[src/rtl/mem_arbiter.sv]
// Shared memory port arbiter: I-cache fill, D-cache fill and write-through.
// Writes win in IDLE until the starve counter lets a waiting fill through.
module mem_arbiter #(
   parameter int WR_STARVE_LIMIT = 4
) (
   input  logic        clk,
   input  logic        rst_n,
   input  logic        i_req,
   input  logic        i_rd_en,
   input  logic [15:0] i_addr,
   input  logic        i_done,
   input  logic        d_req,
   input  logic        d_rd_en,
   input  logic [15:0] d_addr,
   input  logic        d_done,
   input  logic        wr_req,
   input  logic [15:0] wr_addr,
   input  logic [15:0] wr_data,
   input  logic        mem_data_valid,
   output logic        mem_enable,
   output logic        mem_wr,
   output logic [15:0] mem_addr,
   output logic [15:0] mem_data_in,
   output logic        i_grant,
   output logic        d_grant,
   output logic        wr_ack,
   output logic        i_data_valid,
   output logic        d_data_valid,
   output logic        i_stall,
   output logic        d_stall,
   output logic        arb_busy
);

   typedef enum logic [1:0] {
      IDLE,
      WRITE,
      IFILL,
      DFILL
   } state_t;

   localparam logic [2:0] LIMIT = 3'(WR_STARVE_LIMIT);

   state_t     r_state;
   logic       r_last_fill;
   logic [2:0] r_starve;
   logic       r_i_grant;
   logic       r_d_grant;
   logic       r_wr_ack;

   logic       w_fill_pend;
   logic       w_starved;
   logic       w_pick_d;
   logic [2:0] w_starve_inc;

   assign w_fill_pend  = i_req | d_req;
   assign w_starved    = (r_starve == LIMIT) && w_fill_pend;
   // On a tie, serve whichever side was not served last.
   assign w_pick_d     = d_req & (~i_req | ~r_last_fill);
   assign w_starve_inc = (r_starve == LIMIT) ? r_starve : r_starve + 3'd1;

   always_ff @(posedge clk) begin
      if (!rst_n) begin
         r_state     <= IDLE;
         r_last_fill <= 1'b0;
         r_starve    <= 3'd0;
         r_i_grant   <= 1'b0;
         r_d_grant   <= 1'b0;
         r_wr_ack    <= 1'b0;
      end else begin
         unique case (r_state)
            IDLE: begin
               if (wr_req && !w_starved) begin
                  r_state  <= WRITE;
                  r_wr_ack <= 1'b1;
                  r_starve <= w_fill_pend ? w_starve_inc : 3'd0;
               end else if (w_fill_pend) begin
                  r_starve <= 3'd0;
                  if (w_pick_d) begin
                     r_state     <= DFILL;
                     r_d_grant   <= 1'b1;
                     r_last_fill <= 1'b1;
                  end else begin
                     r_state     <= IFILL;
                     r_i_grant   <= 1'b1;
                     r_last_fill <= 1'b0;
                  end
               end
            end
            WRITE: begin
               r_state  <= IDLE;
               r_wr_ack <= 1'b0;
            end
            IFILL: begin
               if (i_done) begin
                  r_state   <= IDLE;
                  r_i_grant <= 1'b0;
               end
            end
            DFILL: begin
               if (d_done) begin
                  r_state   <= IDLE;
                  r_d_grant <= 1'b0;
               end
            end
         endcase
      end
   end

   always_comb begin
      mem_enable  = 1'b0;
      mem_wr      = 1'b0;
      mem_addr    = 16'h0000;
      mem_data_in = 16'h0000;
      case (r_state)
         WRITE: begin
            mem_enable  = 1'b1;
            mem_wr      = 1'b1;
            mem_addr    = wr_addr;
            mem_data_in = wr_data;
         end
         IFILL: begin
            mem_enable = i_rd_en;
            mem_addr   = i_addr;
         end
         DFILL: begin
            mem_enable = d_rd_en;
            mem_addr   = d_addr;
         end
         default: ;
      endcase
   end

   assign i_grant      = r_i_grant;
   assign d_grant      = r_d_grant;
   assign wr_ack       = r_wr_ack;
   assign i_data_valid = mem_data_valid & (r_state == IFILL);
   assign d_data_valid = mem_data_valid & (r_state == DFILL);
   assign i_stall      = i_req & ~r_i_grant;
   assign d_stall      = (d_req & ~r_d_grant) | (wr_req & ~r_wr_ack);
   assign arb_busy     = (r_state != IDLE);

endmodule

[config.mk]
export PLATFORM = sky130hd
export DESIGN_NAME = mem_arbiter
export DESIGN_NICKNAME = d
export VERILOG_FILES = /design/src/rtl/mem_arbiter.sv
export SDC_FILE = /design/constraint.sdc
export NUM_CORES = 1
export LEC_CHECK = 0
export CAP_MARGIN = 0
export CORE_ASPECT_RATIO = 1.4
export CORE_MARGIN = 2
export CORE_UTILIZATION = 28
export DETAILED_ROUTE_END_ITERATION = 6
export PLACE_DENSITY = 0.81
export REMOVE_ABC_BUFFERS = 1
export SYNTH_ARGS = -nofsm -noshare
export SYNTH_HDL_FRONTEND = slang
export SYNTH_SLANG_ARGS = --single-unit
[constraint.sdc]
create_clock -name clk -period 2.1 [get_ports clk]
set_clock_uncertainty 0.1 [all_clocks]
set_input_delay 0.21 -clock clk [delete_from_list [all_inputs] [get_ports clk]]
set_output_delay 0.21 -clock clk [all_outputs]
set_load 0.01 [all_outputs]
==> insert_results.sql, run 1 <==
INSERT INTO impl_metrics (metric_group, metric, value, unit) VALUES
('routing', 'drt-pass1-iter-count', '4', ''),
('layout', 'finish.net_count', '320', ''),
('floorplan', 'die_height', '76.1', 'µm'),
('worst_setup_path', 'start_kind', 'flop', ''),
('synthesis', 'number_of_standard_cells_after_synthesis', '128', ''),
('routing', 'vias_per_cell', '5.02', ''),
('routing', 'wire_per_inst', '15.1', 'µm'),
('routing', 'route.met3.wl', '370', 'µm'),
('cts', 'cts.clk_slew.worst_paths', '50', 'ps'),
('power_and_ir_drop', 'share_comb_of_total_power', '61.1', '%'),
('worst_setup_path', 'cp_data_required_time', '1790', 'ps'),
('sta', 'final-max-slew-violation-count', '0', ''),
('power_and_ir_drop', 'vdd_ir_drop_max', '484', 'µV'),
('layout', 'final_cell_count_without_fillers', '285', ''),
('synthesis', 'total_number_of_yosys_warnings', '0', ''),
('cts', 'cts-root-buf', 'sky130_fd_sc_hd__clkbuf_8', ''),
('worst_setup_path', 'path_class', 'reg -> out', ''),
('synthesis', 'dominantRegCellSynth', 'sky130_fd_sc_hd__dfxtp_1', ''),
('synthesis', 'synth_simple_gate_area_share', '25.4', '%'),
('grt', 'groute.usage.overall', '19.8', '%'),
('routing', 'drc', '0', ''),
('cts', 'worstSkewPairLatency', '240', 'ps'),
('power_and_ir_drop', 'total_power', '1.06', 'mW'),
('layout', 'n_antenna_cell', '0', ''),
('synthesis', 'synth_sequential_area_ratio', '17.3', '%'),
('routing', 'detail_route.wirelength.met1', '1740', 'µm'),
('routing', 'drt-initial-drc-count', '47', ''),
('floorplan', 'start_util', '28.8', '%'),
('synthesis', 'synth.ff_latch_count', '9', ''),
('worst_setup_path', 'timing.critical_path.buf_inv', '2', ''),
('power_and_ir_drop', 'power_leakage', '1.14', 'nW'),
('placed_design', 'dp_slack', '201', 'ps'),
('layout', 'layout.core_utilization', '65.4', '%'),
('power_and_ir_drop', 'power_per_cell_area', '449', 'nW/µm²'),
('floorplan', 'dieWidth', '55.5', 'µm'),
('grt', 'antenna_violations_before_repair', '0', ''),
('layout', 'areaGrowthSynthToFinish', '127', '%'),
('worst_setup_path', 'crit_path_cell_chain', 'buf_12 > mux2_2 > a22o_1 > clkdlybuf4s50_1', ''),
('synthesis', 'async_flop_share', '0', '%'),
('worst_hold_path', 'hold_start', 'd_grant$_SDFFE_PN0P_', ''),
('floorplan', 'rows', '26', ''),
('worst_hold_path', 'hold_class', 'reg -> reg', ''),
('worst_setup_path', 'cp_max_fo', '17', ''),
('worst_setup_path', 'timing.critical_path.to_type', 'primary output', ''),
('grt', 'overflow', '0', ''),
('routing', 'wl', '4300', 'µm'),
('power_and_ir_drop', 'switchingPower', '0.332', 'mW'),
('routing', 'met2_length', '2150', 'µm'),
('routing', 'antenna_left', '0', ''),
('synthesis', 'synth_enable_flop_cells', '0', ''),
('cts', 'cts-htree-levels', '1', ''),
('worst_setup_path', 'cpLargestDelayFamily', 'buffers and inverters', ''),
('power_and_ir_drop', 'switching_share', '31.4', '%'),
('cts', 'cts_tree', 'done', ''),
('worst_setup_path', 'rr_startpoint', 'r_state[0]$_SDFFE_PN0P_', ''),
('sta', 'finalCritPeriodShare', '98.4', '%'),
('synthesis', 'synth-xor-area-share', '0', '%'),
('status', 'status', 'complete, no violations', ''),
('sta', 'max_freq', '484', 'MHz'),
('sta', 'hold_violations', '0', ''),
('sta', 'setup-violations-final', '0', ''),
('routing', 'detailroute.via_count', '1432', ''),
('layout', 'layout_cell_share_with_drive_strength_beyond_1', '13.6', '%'),
('floorplan', 'ports_placed_on_the_boundary', '116', ''),
('worst_setup_path', 'cpPeakStageDelay', '470', 'ps'),
('sta', 'max_slew.worst_pin.slew', '406', 'ps'),
('sta', 'timing.hold.ws', '370', 'ps'),
('synthesis', 'synth_compound_gate_area_share', '30.0', '%'),
('synthesis', 'post_synth_adder_cell_area', '2.41', '%'),
('worst_setup_path', 'worst_path_max_delay_cell', 'sky130_fd_sc_hd__clkdlybuf4s50_1', ''),
('synthesis', 'largest_family_of_logic_cells_by_synthesized_area', 'compound AO/OA/AOI/OAI gates', '');
## through the flow
step / area [µm²] / TNS [ps]
after global placement: 2260 / 0
after global routing: 2360 / -4.07
after CTS: 2310 / 0
after detailed placement: 2260 / 0
final: 2360 / 0
after floorplan: 983 / -1420
## cell type report
| type | count | share of cell area (%) |
|---|---|---|
| Tap cell | 42 | 2.23 |
| Sequential cell | 9 | 7.74 |
| Clock buffer | 4 | 1.91 |
| Inverter | 6 | 0.954 |
| Timing Repair Buffer | 122 | 54.0 |
| Multi-Input combinational cell | 102 | 33.2 |
## power groups by stage
stage          Combinational, mW  Clock, mW  Sequential, mW
6_report                   0.648      0.210           0.202
5_1_grt                    0.694      0.218           0.204
4_1_cts                    0.660      0.211           0.201
3_5_place_dp               0.657          0           0.203
3_3_place_gp               0.649          0           0.203
2_1_floorplan              0.232          0           0.225
## layout by cell type (no fill, tap or decap), types with 3 or more instances in the layout
cell	Yosys	final
sky130_fd_sc_hd__a21boi_0	5	5
sky130_fd_sc_hd__a21oi_1	3	3
sky130_fd_sc_hd__a22o_1	17	17
sky130_fd_sc_hd__and2_1	17	17
sky130_fd_sc_hd__buf_4	0	4
sky130_fd_sc_hd__clkbuf_8	0	3
sky130_fd_sc_hd__clkdlybuf4s50_1	0	98
sky130_fd_sc_hd__dfxtp_1	9	7
sky130_fd_sc_hd__dlymetal6s2s_1	0	17
sky130_fd_sc_hd__inv_1	5	5
sky130_fd_sc_hd__mux2_2	16	16
sky130_fd_sc_hd__nand2_1	7	7
sky130_fd_sc_hd__o21ai_0	4	4
## worst paths after layout
check	depth (start not counted)	endpoint	slack, ps
setup / recovery	4	mem_addr[1]	30
hold / removal	2	d_grant$_SDFFE_PN0P_	370
setup reg to reg	5	r_starve[0]$_SDFFE_PN0P_	440
hold reg to reg	2	d_grant$_SDFFE_PN0P_	370
## what timing repair did
item	4_1_cts	5_1_grt
pin swaps	0	0
endpoints found under the setup margin	13	30
buffers inserted	0	0
resized for setup	1	20
hold buffers	0	0
## per-layer routing
layer,GRT usage [%],up-vias
li1,-,702
met1,23.6,646
met2,34.5,79
met3,5.43,5
met4,5.12,0
met5,0,-
## flip-flops by register name (all words and copies together) (netlist names)
| register | flops |
|---|---|
| i_grant | 1 |
| wr_ack | 1 |
| r_state | 2 |
| r_last_fill | 1 |
| r_starve | 3 |
| d_grant | 1 |
## cell families (layout without fill, tap and decap cells)
group | Yosys count | count (layout)
AND/OR/NAND/NOR | 44 | 44
AO/OA/AOI/OAI | 40 | 40
buffers and inverters | 17 | 132
multiplexers | 16 | 16
flip-flops | 9 | 9
adder cells (fa/ha/maj) | 2 | 2
## worst min-delay path, stage by stage, from the launching register on
cell                      delay (ps)
sky130_fd_sc_hd__dfxtp_1         300
sky130_fd_sc_hd__inv_1            60
sky130_fd_sc_hd__a21oi_1          60
Note: power is estimated with default switching activity, not from simulation.
==> run 2: changes to the inputs <==
--- a/config.mk
+++ b/config.mk
@@ -12,6 +12,7 @@
 export DETAILED_ROUTE_END_ITERATION = 6
 export PLACE_DENSITY = 0.81
 export REMOVE_ABC_BUFFERS = 1
+export SLEW_MARGIN = 20
 export SYNTH_ARGS = -nofsm -noshare
 export SYNTH_HDL_FRONTEND = slang
 export SYNTH_SLANG_ARGS = --single-unit
==> results of run 2 <==
Final layout, timing and power as in run 1 (identical DEF).
==> run 3: changes to the inputs <==
--- a/config.mk
+++ b/config.mk
@@ -7,11 +7,11 @@
 export LEC_CHECK = 0
 export CAP_MARGIN = 0
 export CORE_ASPECT_RATIO = 1.4
-export CORE_MARGIN = 2
 export CORE_UTILIZATION = 28
 export DETAILED_ROUTE_END_ITERATION = 6
 export PLACE_DENSITY = 0.81
 export REMOVE_ABC_BUFFERS = 1
+export SKIP_CTS_REPAIR_TIMING = 1
 export SLEW_MARGIN = 20
 export SYNTH_ARGS = -nofsm -noshare
 export SYNTH_HDL_FRONTEND = slang
==> run 3 against run 2 <==
Compared with the run above: sequential share of layout area increased by 0.11 points; critical path depth unchanged; setup slack improved by 8.4 ps; largest cell class unchanged.
==> insert_results.sql, run 3 (synthesis gave the netlist of run 1 again) <==
INSERT INTO impl_metrics (metric_group, metric, value, unit) VALUES
('sta', 'hold_violations', '0', ''),
('power_and_ir_drop', 'vdd_ir_drop_max', '462', 'µV'),
('worst_setup_path', 'worst_path_arrival', '1750', 'ps'),
('power_and_ir_drop', 'power_per_cell_area', '447', 'nW/µm²'),
('worst_setup_path', 'rr_worst_depth', '5', ''),
('layout', 'layout.cells.most_common', 'sky130_fd_sc_hd__clkdlybuf4s50_1', ''),
('routing', 'drc', '0', ''),
('worst_setup_path', 'rr_startpoint', 'r_starve[0]$_SDFFE_PN0P_', ''),
('routing', 'vias_per_cell', '4.98', ''),
('routing', 'drt-pass1-iter-count', '4', ''),
('cts', 'clock-sinks', '9', ''),
('layout', 'biggestRegsByFlops', 'r_starve (3), r_state (2)', ''),
('cts', 'cts-root-buf', 'sky130_fd_sc_hd__clkbuf_8', ''),
('job', 'maxCapViolCount', '0', ''),
('routing', 'drt-initial-drc-count', '36', ''),
('sta', 'setup_repair_after_global_routing_missed_its_margin', 'yes', ''),
('cts', 'numCtsBuffers', '3', ''),
('cts', 'cts.clk_slew.worst_paths', '50', 'ps'),
('layout', 'fillCellCount', '297', ''),
('layout', 'finish.instance_area', '2340', 'µm²'),
('routing', 'detailroute.via_count', '1413', ''),
('power_and_ir_drop', 'switchingPower', '0.327', 'mW'),
('floorplan', 'fp.coreArea', '3470', 'µm²'),
('layout', 'multi_input_combinational_cell_area', '783', 'µm²'),
('cts', 'cts-root-to-sink-buffers', '2', ''),
('worst_setup_path', 'timing.critical_path.to_type', 'primary output', ''),
('layout', 'largest_register_ffs', '3', ''),
('power_and_ir_drop', 'share_seq_of_total_power', '19.2', '%'),
('power_and_ir_drop', 'switching_share', '31.2', '%'),
('routing', 'wire_per_inst', '15.3', 'µm'),
('layout', 'areaGrowthSynthToFinish', '126', '%'),
('worst_hold_path', 'hold_depth', '2', ''),
('placed_design', 'port_buffer_count', '115', ''),
('power_and_ir_drop', 'total_power', '1.05', 'mW'),
('power_and_ir_drop', 'clock_power_share', '19.7', '%'),
('power_and_ir_drop', 'power.internal', '0.721', 'mW'),
('layout', 'layout_cell_share_with_drive_strength_beyond_1', '13.5', '%'),
('floorplan', 'start_util', '29.9', '%'),
('worst_setup_path', 'start_kind', 'flop', ''),
('cts', 'worstSkewPairLatency', '240', 'ps'),
('sta', 'max_slew.worst_pin.slew', '414', 'ps'),
('worst_setup_path', 'path_class', 'reg -> out', ''),
('grt', 'groute.usage.overall', '21.0', '%'),
('cts', 'cts_tree', 'done', ''),
('placed_design', 'hpwlAfterDp', '3500', 'µm'),
('worst_setup_path', 'cp_max_fo', '9', ''),
('grt', 'largest_net_degree_at_the_start_of_global_routing', '19', ''),
('worst_hold_path', 'holdPathEnd', 'd_grant$_SDFFE_PN0P_', ''),
('power_and_ir_drop', 'power_leakage', '1.11', 'nW'),
('floorplan', 'rows', '25', ''),
('grt', 'overflow', '0', ''),
('layout', 'final_cell_count_without_fillers', '284', ''),
('sta', 'setup-violations-final', '0', ''),
('routing', 'antenna_left', '0', ''),
('placed_design', 'numPlacedInstances', '280', ''),
('worst_hold_path', 'hold_class', 'reg -> reg', ''),
('worst_setup_path', 'cp_data_required_time', '1790', 'ps'),
('sta', 'finalCritPeriodShare', '98.0', '%'),
('worst_hold_path', 'hold_start', 'd_grant$_SDFFE_PN0P_', ''),
('grt', 'antenna_violations_before_repair', '0', ''),
('floorplan', 'die_area', '3960', 'µm²'),
('cts', 'cts-htree-levels', '1', ''),
('grt', 'grt_pass1_wl', '6200', 'µm'),
('placed_design', 'gpl.final_weighted_congestion', '0.834', ''),
('layout', 'layout_common_cells', 'sky130_fd_sc_hd__clkdlybuf4s50_1 (100), sky130_fd_sc_hd__a22o_1 (17), sky130_fd_sc_hd__and2_1 (17), sky130_fd_sc_hd__mux2_2 (16), sky130_fd_sc_hd__dlymetal6s2s_1 (15)', ''),
('sta', 'slew_headroom', '72.2', '%'),
('layout', 'top_register', 'r_starve', ''),
('layout', 'finish.net_count', '321', ''),
('floorplan', 'ports_placed_on_the_boundary', '116', ''),
('placed_design', 'placedInstanceArea', '2240', 'µm²'),
('layout', 'n_antenna_cell', '0', ''),
('status', 'status', 'complete, no violations', ''),
('sta', 'max_freq', '486', 'MHz'),
('layout', 'seqCellArea', '184', 'µm²'),
('power_and_ir_drop', 'share_comb_of_total_power', '61.0', '%'),
('worst_setup_path', 'worst_r2r_endpoint', 'r_starve[0]$_SDFFE_PN0P_', ''),
('grt', 'via_count_of_the_first_global_routing_pass', '1329', ''),
('sta', 'final-max-slew-violation-count', '0', ''),
('sta', 'final_period_minus_worst_setup_slack', '2060', 'ps'),
('routing', 'wl', '4340', 'µm'),
('worst_setup_path', 'regToRegSetupSlack', '450', 'ps'),
('floorplan', 'die_height', '74.1', 'µm'),
('floorplan', 'dieWidth', '53.5', 'µm');
==> run 3: worst max-delay path, cell delays in order, from the launching register on <==
cell and delay (ps):
sky130_fd_sc_hd__dfxtp_4 380, sky130_fd_sc_hd__buf_6 150, sky130_fd_sc_hd__mux2_2 330, sky130_fd_sc_hd__a22o_1 170
sky130_fd_sc_hd__clkdlybuf4s50_1 470
==> run 3: area by class of cell <==
| type | instances | share of cell area [%] |
|---|---|---|
| Inverter | 6 | 0.961 |
| Tap cell | 40 | 2.13 |
| Sequential cell | 9 | 7.84 |
| Multi-Input combinational cell | 102 | 33.4 |
| Timing Repair Buffer | 123 | 53.7 |
| Clock buffer | 4 | 1.92 |
==> run 3: stage by stage <==
stage | utilization, % | setup TNS (ps) | setup slack, ps | hold slack (ps)
floorplan | - | -1420 | -85.1 | 226
global placement | 64.6 | 0 | 155 | 358
detailed placement | 64.6 | 0 | 117 | 387
CTS | 65.9 | -2460 | -157 | 391
global route | 67.5 | -11.6 | -11.6 | 424
finish | 67.5 | 0 | 42.7 | 384
==> run 3: worst max-delay path by stage <==
stage,to,start,slack [ps]
floorplan,mem_addr[0],r_state[1]$_SDFFE_PN0P_,-90
global placement,mem_addr[0],r_state[1]$_SDFFE_PN0P_,150
detailed placement,mem_addr[0],r_state[1]$_SDFFE_PN0P_,120
CTS,mem_addr[0],r_state[1]$_SDFFE_PN0P_,-160
global route,mem_addr[2],r_state[1]$_SDFFE_PN0P_,-10
finish,mem_addr[2],r_state[1]$_SDFFE_PN0P_,40
==> run 3: power by group through the flow <==
stage                     combinational, mW  clock [mW]  sequential (mW)
final                                 0.639       0.207            0.202
after global routing                  0.687       0.220            0.204
after CTS                             0.649       0.214            0.201
after detailed placement              0.646           0            0.203
after global placement                0.642           0            0.203
after floorplan                       0.232           0            0.225
==> run 3: per-layer routing <==
| layer | vias to the layer above | routed length, µm | GRT usage [%] |
|---|---|---|---|
| met1 | 604 | 1650 | 23.0 |
| met5 | - | 0 | 0 |
| met2 | 84 | 2010 | 35.6 |
| met3 | 17 | 534 | 6.34 |
| li1 | 708 | - | - |
| met4 | 0 | 152 | 11.1 |
